**src/rtl/ebus_diag_seq_if.sv**
```systemverilog
`default_nettype none
// ============================================================================
// Module   : ebus_diag_seq_if
// Brief    : Request/response and EBUS diag-cycle signal bundle for ebus_diag_seq.
// Revision : 1.0 - initial release
// ============================================================================
interface ebus_diag_seq_if;
    logic        req_valid;
    logic        req_ready;
    logic        req_write;
    logic [6:0]  req_func;
    logic [35:0] req_data;
    logic        rsp_valid;
    logic        rsp_ready;
    logic        rsp_write;
    logic [35:0] rsp_data;
    logic [35:0] ebus_data;
    logic [6:0]  ebus_ds;
    logic        ebus_diag_strobe;
    logic        ebus_diag_read;
    logic        drv_driving;
    logic [35:0] drv_data;

    // Sequencer side
    modport slave (
        input  req_valid, req_write, req_func, req_data, rsp_ready, ebus_data,
        output req_ready, rsp_valid, rsp_write, rsp_data,
               ebus_ds, ebus_diag_strobe, ebus_diag_read, drv_driving, drv_data
    );

    // Requester / EBUS side
    modport master (
        output req_valid, req_write, req_func, req_data, rsp_ready, ebus_data,
        input  req_ready, rsp_valid, rsp_write, rsp_data,
               ebus_ds, ebus_diag_strobe, ebus_diag_read, drv_driving, drv_data
    );
endinterface
`default_nettype wire

```
**src/rtl/ebus_diag_seq.sv**
```systemverilog
`default_nettype none
// ============================================================================
// Module   : ebus_diag_seq
// Brief    : Front-end EBUS diag-cycle sequencer: turns single read/write
//            requests into timed select/strobe/sample cycles on EBUS.
// Revision : 1.0 - initial release
// ============================================================================
module ebus_diag_seq #(
    parameter int SETUP_CYC     = 2,
    parameter int STROBE_CYC    = 3,
    parameter int HOLD_CYC      = 1,
    parameter int READ_WAIT_CYC = 4
) (
    input  wire logic      clk,
    input  wire logic      reset,
    ebus_diag_seq_if.slave bus
);

    localparam logic [2:0] S_IDLE   = 3'd0;
    localparam logic [2:0] S_SETUP  = 3'd1;
    localparam logic [2:0] S_STROBE = 3'd2;
    localparam logic [2:0] S_HOLD   = 3'd3;
    localparam logic [2:0] S_RDWAIT = 3'd4;

    localparam logic [3:0] c_SETUP_LD  = 4'(SETUP_CYC - 1);
    localparam logic [3:0] c_STROBE_LD = 4'(STROBE_CYC - 1);
    localparam logic [3:0] c_HOLD_LD   = 4'(HOLD_CYC - 1);
    localparam logic [3:0] c_RDWAIT_LD = 4'(READ_WAIT_CYC - 1);

    logic [2:0]  r_state;
    logic [3:0]  r_cnt;
    logic [6:0]  r_func;
    logic        r_write;
    logic [35:0] r_data;
    logic        r_rsp_valid;
    logic        r_rsp_write;
    logic [35:0] r_rsp_data;

    logic [2:0]  w_state_nxt;
    logic [3:0]  w_cnt_nxt;
    logic        w_req_ready;
    logic        w_accept;
    logic        w_rsp_set;
    logic [6:0]  w_ds;
    logic        w_strobe;
    logic        w_diag_read;
    logic        w_driving;
    logic [35:0] w_drv_data;

    // Gated by reset so nothing is accepted while reset is held.
    assign w_req_ready = ~reset & (r_state == S_IDLE) & ~r_rsp_valid;
    assign w_accept    = bus.req_valid & w_req_ready;

    // State register
    always_ff @(posedge clk) begin
        if (reset) begin
            r_state <= S_IDLE;
            r_cnt   <= 4'd0;
        end else begin
            r_state <= w_state_nxt;
            r_cnt   <= w_cnt_nxt;
        end
    end

    // Next-state: every state is loaded with N-1 and left when cnt reaches 0
    always_comb begin
        w_state_nxt = r_state;
        w_cnt_nxt   = (r_cnt == 4'd0) ? 4'd0 : r_cnt - 4'd1;
        w_rsp_set   = 1'b0;
        case (r_state)
            S_IDLE: begin
                if (w_accept) begin
                    w_state_nxt = S_SETUP;
                    w_cnt_nxt   = c_SETUP_LD;
                end
            end
            S_SETUP: begin
                if (r_cnt == 4'd0) begin
                    if (r_write) begin
                        w_state_nxt = S_STROBE;
                        w_cnt_nxt   = c_STROBE_LD;
                    end else begin
                        w_state_nxt = S_RDWAIT;
                        w_cnt_nxt   = c_RDWAIT_LD;
                    end
                end
            end
            S_STROBE: begin
                if (r_cnt == 4'd0) begin
                    w_state_nxt = S_HOLD;
                    w_cnt_nxt   = c_HOLD_LD;
                end
            end
            S_HOLD, S_RDWAIT: begin
                if (r_cnt == 4'd0) begin
                    w_state_nxt = S_IDLE;
                    w_cnt_nxt   = 4'd0;
                    w_rsp_set   = 1'b1;
                end
            end
            default: begin
                w_state_nxt = S_IDLE;
                w_cnt_nxt   = 4'd0;
            end
        endcase
    end

    // Outputs: select and data are held constant from SETUP through HOLD
    always_comb begin
        w_ds        = 7'd0;
        w_strobe    = 1'b0;
        w_diag_read = 1'b0;
        w_driving   = 1'b0;
        w_drv_data  = 36'd0;
        case (r_state)
            S_SETUP, S_STROBE, S_HOLD: begin
                w_ds        = r_func;
                w_strobe    = (r_state == S_STROBE);
                w_diag_read = ~r_write;
                w_driving   = r_write;
                w_drv_data  = r_write ? r_data : 36'd0;
            end
            S_RDWAIT: begin
                w_ds        = r_func;
                w_diag_read = 1'b1;
            end
            default: ;
        endcase
    end

    // Request latch and response holding registers
    always_ff @(posedge clk) begin
        if (reset) begin
            r_func      <= 7'd0;
            r_write     <= 1'b0;
            r_data      <= 36'd0;
            r_rsp_valid <= 1'b0;
            r_rsp_write <= 1'b0;
            r_rsp_data  <= 36'd0;
        end else begin
            if (w_accept) begin
                r_func  <= bus.req_func;
                r_write <= bus.req_write;
                r_data  <= bus.req_data;
            end
            if (w_rsp_set) begin
                r_rsp_valid <= 1'b1;
                r_rsp_write <= r_write;
                r_rsp_data  <= r_write ? 36'd0 : bus.ebus_data;
            end else if (r_rsp_valid && bus.rsp_ready) begin
                r_rsp_valid <= 1'b0;
            end
        end
    end

    assign bus.req_ready        = w_req_ready;
    assign bus.rsp_valid        = r_rsp_valid;
    assign bus.rsp_write        = r_rsp_write;
    assign bus.rsp_data         = r_rsp_data;
    assign bus.ebus_ds          = w_ds;
    assign bus.ebus_diag_strobe = w_strobe;
    assign bus.ebus_diag_read   = w_diag_read;
    assign bus.drv_driving      = w_driving;
    assign bus.drv_data         = w_drv_data;

endmodule
`default_nettype wire

```
**src/flat_wrapper.sv**
```systemverilog
// flat-port wrapper written by rule: the top's interface ports become plain ports
module ebus_diag_seq_flat 
#(
    parameter int SETUP_CYC     = 2,
    parameter int STROBE_CYC    = 3,
    parameter int HOLD_CYC      = 1,
    parameter int READ_WAIT_CYC = 4
)
  (clk, reset, bus_req_valid, bus_req_write, bus_req_func, bus_req_data, bus_rsp_ready, bus_ebus_data, bus_req_ready, bus_rsp_valid, bus_rsp_write, bus_rsp_data, bus_ebus_ds, bus_ebus_diag_strobe, bus_ebus_diag_read, bus_drv_driving, bus_drv_data);
  ebus_diag_seq_if bus_i ();
  input  wire logic clk;
  input  wire logic reset;
  input wire logic [$bits(bus_i.req_valid)-1:0] bus_req_valid;
  input wire logic [$bits(bus_i.req_write)-1:0] bus_req_write;
  input wire logic [$bits(bus_i.req_func)-1:0] bus_req_func;
  input wire logic [$bits(bus_i.req_data)-1:0] bus_req_data;
  input wire logic [$bits(bus_i.rsp_ready)-1:0] bus_rsp_ready;
  input wire logic [$bits(bus_i.ebus_data)-1:0] bus_ebus_data;
  output wire logic [$bits(bus_i.req_ready)-1:0] bus_req_ready;
  output wire logic [$bits(bus_i.rsp_valid)-1:0] bus_rsp_valid;
  output wire logic [$bits(bus_i.rsp_write)-1:0] bus_rsp_write;
  output wire logic [$bits(bus_i.rsp_data)-1:0] bus_rsp_data;
  output wire logic [$bits(bus_i.ebus_ds)-1:0] bus_ebus_ds;
  output wire logic [$bits(bus_i.ebus_diag_strobe)-1:0] bus_ebus_diag_strobe;
  output wire logic [$bits(bus_i.ebus_diag_read)-1:0] bus_ebus_diag_read;
  output wire logic [$bits(bus_i.drv_driving)-1:0] bus_drv_driving;
  output wire logic [$bits(bus_i.drv_data)-1:0] bus_drv_data;
  assign bus_i.req_valid = bus_req_valid;
  assign bus_i.req_write = bus_req_write;
  assign bus_i.req_func = bus_req_func;
  assign bus_i.req_data = bus_req_data;
  assign bus_i.rsp_ready = bus_rsp_ready;
  assign bus_i.ebus_data = bus_ebus_data;
  assign bus_req_ready = bus_i.req_ready;
  assign bus_rsp_valid = bus_i.rsp_valid;
  assign bus_rsp_write = bus_i.rsp_write;
  assign bus_rsp_data = bus_i.rsp_data;
  assign bus_ebus_ds = bus_i.ebus_ds;
  assign bus_ebus_diag_strobe = bus_i.ebus_diag_strobe;
  assign bus_ebus_diag_read = bus_i.ebus_diag_read;
  assign bus_drv_driving = bus_i.drv_driving;
  assign bus_drv_data = bus_i.drv_data;
  ebus_diag_seq #(.SETUP_CYC(SETUP_CYC), .STROBE_CYC(STROBE_CYC), .HOLD_CYC(HOLD_CYC), .READ_WAIT_CYC(READ_WAIT_CYC)) u_core (.clk(clk), .reset(reset), .bus(bus_i));
endmodule
```
**config.mk**
```make
export PLATFORM = sky130hd
export DESIGN_NAME = ebus_diag_seq_flat
export DESIGN_NICKNAME = d
export VERILOG_FILES = /design/src/rtl/ebus_diag_seq_if.sv /design/src/rtl/ebus_diag_seq.sv /design/src/flat_wrapper.sv
export SDC_FILE = /design/constraint.sdc
export NUM_CORES = 1
export LEC_CHECK = 0
export CELL_PAD_IN_SITES_DETAIL_PLACEMENT = 0
export CELL_PAD_IN_SITES_GLOBAL_PLACEMENT = 1
export CORE_AREA = 4 4 163 86
export CTS_BUF_LIST = sky130_fd_sc_hd__clkbuf_4 sky130_fd_sc_hd__clkbuf_8
export CTS_CLUSTER_DIAMETER = 120
export DETAILED_ROUTE_END_ITERATION = 16
export DIE_AREA = 0 0 167 90
export PLACE_DENSITY = 0.86
export SYNTH_ARGS = -nofsm -noshare
export SYNTH_HDL_FRONTEND = slang
export SYNTH_SLANG_ARGS = --single-unit
export TNS_END_PERCENT = 10
```
**constraint.sdc**
```tcl
create_clock -name clk -period 2.3 [get_ports clk]
set_input_delay 0.345 -clock clk [delete_from_list [all_inputs] [get_ports clk]]
set_output_delay 0.345 -clock clk [all_outputs]
set_load 0.02 [all_outputs]
```
==> flow_metrics.env <==
export IMPL_outcome="complete, no violations"
export IMPL_portBuffers=168
export IMPL_grt_overflow=0
export IMPL_tightest_slew_ps=588.0
export IMPL_cp_max_fo=7
export IMPL_die_h_um=90
export IMPL_post_route_period_util=0.9878
export IMPL_hold_violations=0
export IMPL_num_antenna_cells=0
export IMPL_crit_path_start="u_core.r_state[0]"
export IMPL_ys_types=38
export IMPL_fmax_mhz=440.2
export IMPL_cp_required_ps=1960
export IMPL_fin_crit_ps=2272
export IMPL_layout_drive_gt1_share=0.1154
export IMPL_drt_initial_drc_count=114
export IMPL_avgSynthCellArea_um2=8.338
export IMPL_rsz0062_at_grt="yes"
export IMPL_cts_tree="built"
export IMPL_clockBufferDepth=2
export IMPL_critPathKind="reg -> out"
export IMPL_clkLatencyLatePin_ps=360
export IMPL_crit_path_start_kind="register"
export IMPL_io_pins=169
export IMPL_num_vias=3775
export IMPL_r2r_start="u_core.r_state[0]"
export IMPL_maxCapViolCount=0
export IMPL_vdd_ir_drop_max_uv=342.8
export IMPL_fill_cells=1255
export IMPL_hold_ws_ps=458.5
export IMPL_row_count=29
export IMPL_start_util=0.3070
export IMPL_area_growth_pct=54.26
export IMPL_ys_warn_count=0
export IMPL_hp_start="u_core.bus.rsp_data[18]"
export IMPL_first_global_vias=3749
export IMPL_cp_arrival_ps=1930
export IMPL_die_w_um=167
export IMPL_wl_um=11700
export IMPL_yosysTopAreaCellShare=0.4635
export IMPL_die_area_um2=15030
export IMPL_cts_sinks=89
export IMPL_gr_usage_all_layers=0.1525
export IMPL_final_nets=703
export IMPL_synth_area_leaders="dfxtp_1 46%, mux2i_1 9.6%, nand2_1 7.3%"
export IMPL_mostFrequentLayoutCell="clkdlybuf4s50_1"
export IMPL_synth_top_cell_by_area="dfxtp_1"
export IMPL_drc=0
export IMPL_wl_per_cell_um=14.73
export IMPL_hold_path_class="reg -> reg"
export IMPL_end_kind="primary output"
export IMPL_setup_viol=0
export IMPL_synth_seq_cells=89
export IMPL_grt_max_degree=49
export IMPL_max_slew_margin=0.6044
export IMPL_ctsHoldBuffers=0
export IMPL_leakage_nw=2.401
export IMPL_p_per_area_nw_per_um2=621.6
export IMPL_totalPowerFinal_w=0.003686
export IMPL_ant_nets=0
export IMPL_h_tree_depth=3
export IMPL_place_gp_congestion=0.7359
export IMPL_syn_instance_count=461
export IMPL_first_pass_iters=4
export IMPL_synth_fp_nets=545
export IMPL_antenna_found_initial=0
export IMPL_maxSlewViolCount=0
export IMPL_core_um2=12520
export IMPL_final_cell_mix="126 x clkdlybuf4s50_1, 88 x dfxtp_1, 75 x nand2_1"
export IMPL_dp_hpwl_um=7825
export IMPL_yosysSeqAreaShare=0.4635
export IMPL_grt_pass1_wl_um=19170
export IMPL_cts_root_buf="clkbuf_8"
export IMPL_syn_cell_area_um2=3844
export IMPL_cts_clk_slew_worst_paths_ps=90
export IMPL_vias_per_cell=4.754
export IMPL_cts_buffers=9
export IMPL_fin_skew_ps=7.622
-- synthesized netlist by cell type --
| cell type | number |
|---|---|
| dfxtp_1 | 89 |
| nand2_1 | 75 |
| a21oi_1 | 45 |
| nand3_1 | 45 |
| and2_1 | 44 |
| mux2i_1 | 37 |
| o21ai_0 | 35 |
| clkbuf_1 | 31 |
| o21ai_1 | 12 |
| nor2_1 | 6 |
| buf_2 | 5 |
| buf_6 | 3 |
| inv_1 | 3 |
| nor3b_1 | 3 |
| buf_1 | 2 |
| nor4_1 | 2 |
| or4_1 | 2 |
| xnor2_1 | 2 |
| a211oi_1 | 1 |
| a211oi_2 | 1 |
| a21oi_2 | 1 |
| a221oi_1 | 1 |
| buf_4 | 1 |
| nand3b_1 | 1 |
| nand4b_1 | 1 |
| nor2b_1 | 1 |
| nor3_1 | 1 |
| nor4b_1 | 1 |
| nor4b_2 | 1 |
| o2111ai_1 | 1 |
| o211ai_1 | 1 |
| o21a_1 | 1 |
| o22ai_1 | 1 |
| o31ai_1 | 1 |
| or2_2 | 1 |
| or3_1 | 1 |
| or3b_2 | 1 |
| or4b_2 | 1 |
-- area by class of cell --
class,instances,area [µm²],area share
Sequential cell,89,1783,0.3007
Multi-Input combinational cell,327,1902,0.3207
Clock inverter,6,91.34,0.01540
Clock buffer,10,131.4,0.02216
Tap cell,170,212.7,0.03587
Timing Repair Buffer,189,1798,0.3032
Inverter,3,11.26,0.001899
-- worst max-delay path: stages, from the launching register on --
cell and delay [ps]:
dfxtp_1 340, nor2_2 230, xnor2_2 200, and2_1 190, clkdlybuf4s50_1 600
-- state kept, by name (all words and copies together) (netlist names) --
name,count
u_core.r_write,1
u_core.bus.rsp_data,36
u_core.bus.rsp_write,1
u_core.r_func,7
u_core.r_data,36
u_core.r_state,3
u_core.r_cnt,4
u_core.bus.rsp_valid,1
-- routing by layer --
| layer | track usage | up-vias | share of wire |
|---|---|---|---|
| met3 | 0.03900 | 12 | 0.052 |
| met2 | 0.2631 | 104 | 0.49 |
| met1 | 0.1923 | 1770 | 0.44 |
| met4 | 0.03472 | 0 | 0.011 |
| li1 | - | 1889 | - |
| met5 | 0 | - | 0 |
-- path summary, 6_finish.rpt --
check	slack, ps	end	cells after the start
hold reg to reg	460	u_core.bus.rsp_data[18]	2
setup / recovery	30	bus_ebus_ds[4]	4
setup reg to reg	350	u_core.r_data[29]	5
hold / removal	460	u_core.bus.rsp_data[18]	2
-- power breakdown --
group          leakage [nW]  internal [W]  switching, W
clock network         0.103      0.000628      0.000585
logic                  1.58      0.000366      0.000416
registers             0.723       0.00163     0.0000566
-- through the flow --
stage / TNS, ps / instances / worst slack (ps) / cell area (µm²) / util
after floorplan: 0 / 461 / 280.6 / 3844 / -
after global placement: 0 / 775 / 132.8 / 5747 / 0.4591
after detailed placement: 0 / 775 / 85.57 / 5747 / 0.4591
after CTS: -3775 / 792 / -232.1 / 5948 / 0.4752
after global routing: -407.0 / 794 / -84.96 / 5929 / 0.4737
final: 0 / 794 / 28.13 / 5929 / 0.4737
-- kinds of logic after synthesis --
logic type,count (synthesis),synth area share
xor+xnor,2,0.004558
buf+inv,45,0.05241
mux,37,0.09636
simple gates,187,0.2438
compound gates,101,0.1393
flops,89,0.4635
-- what timing repair did --
action | CTS | global route
cloned | 0 | 0
hold endpoints to repair | 0 | 0
endpoints found under the setup margin | 46 | 43
setup buffers | 1 | 2
pin swaps | 1 | 1
gates resized for setup | 29 | 61
Note: power is estimated with default switching activity, not from simulation.
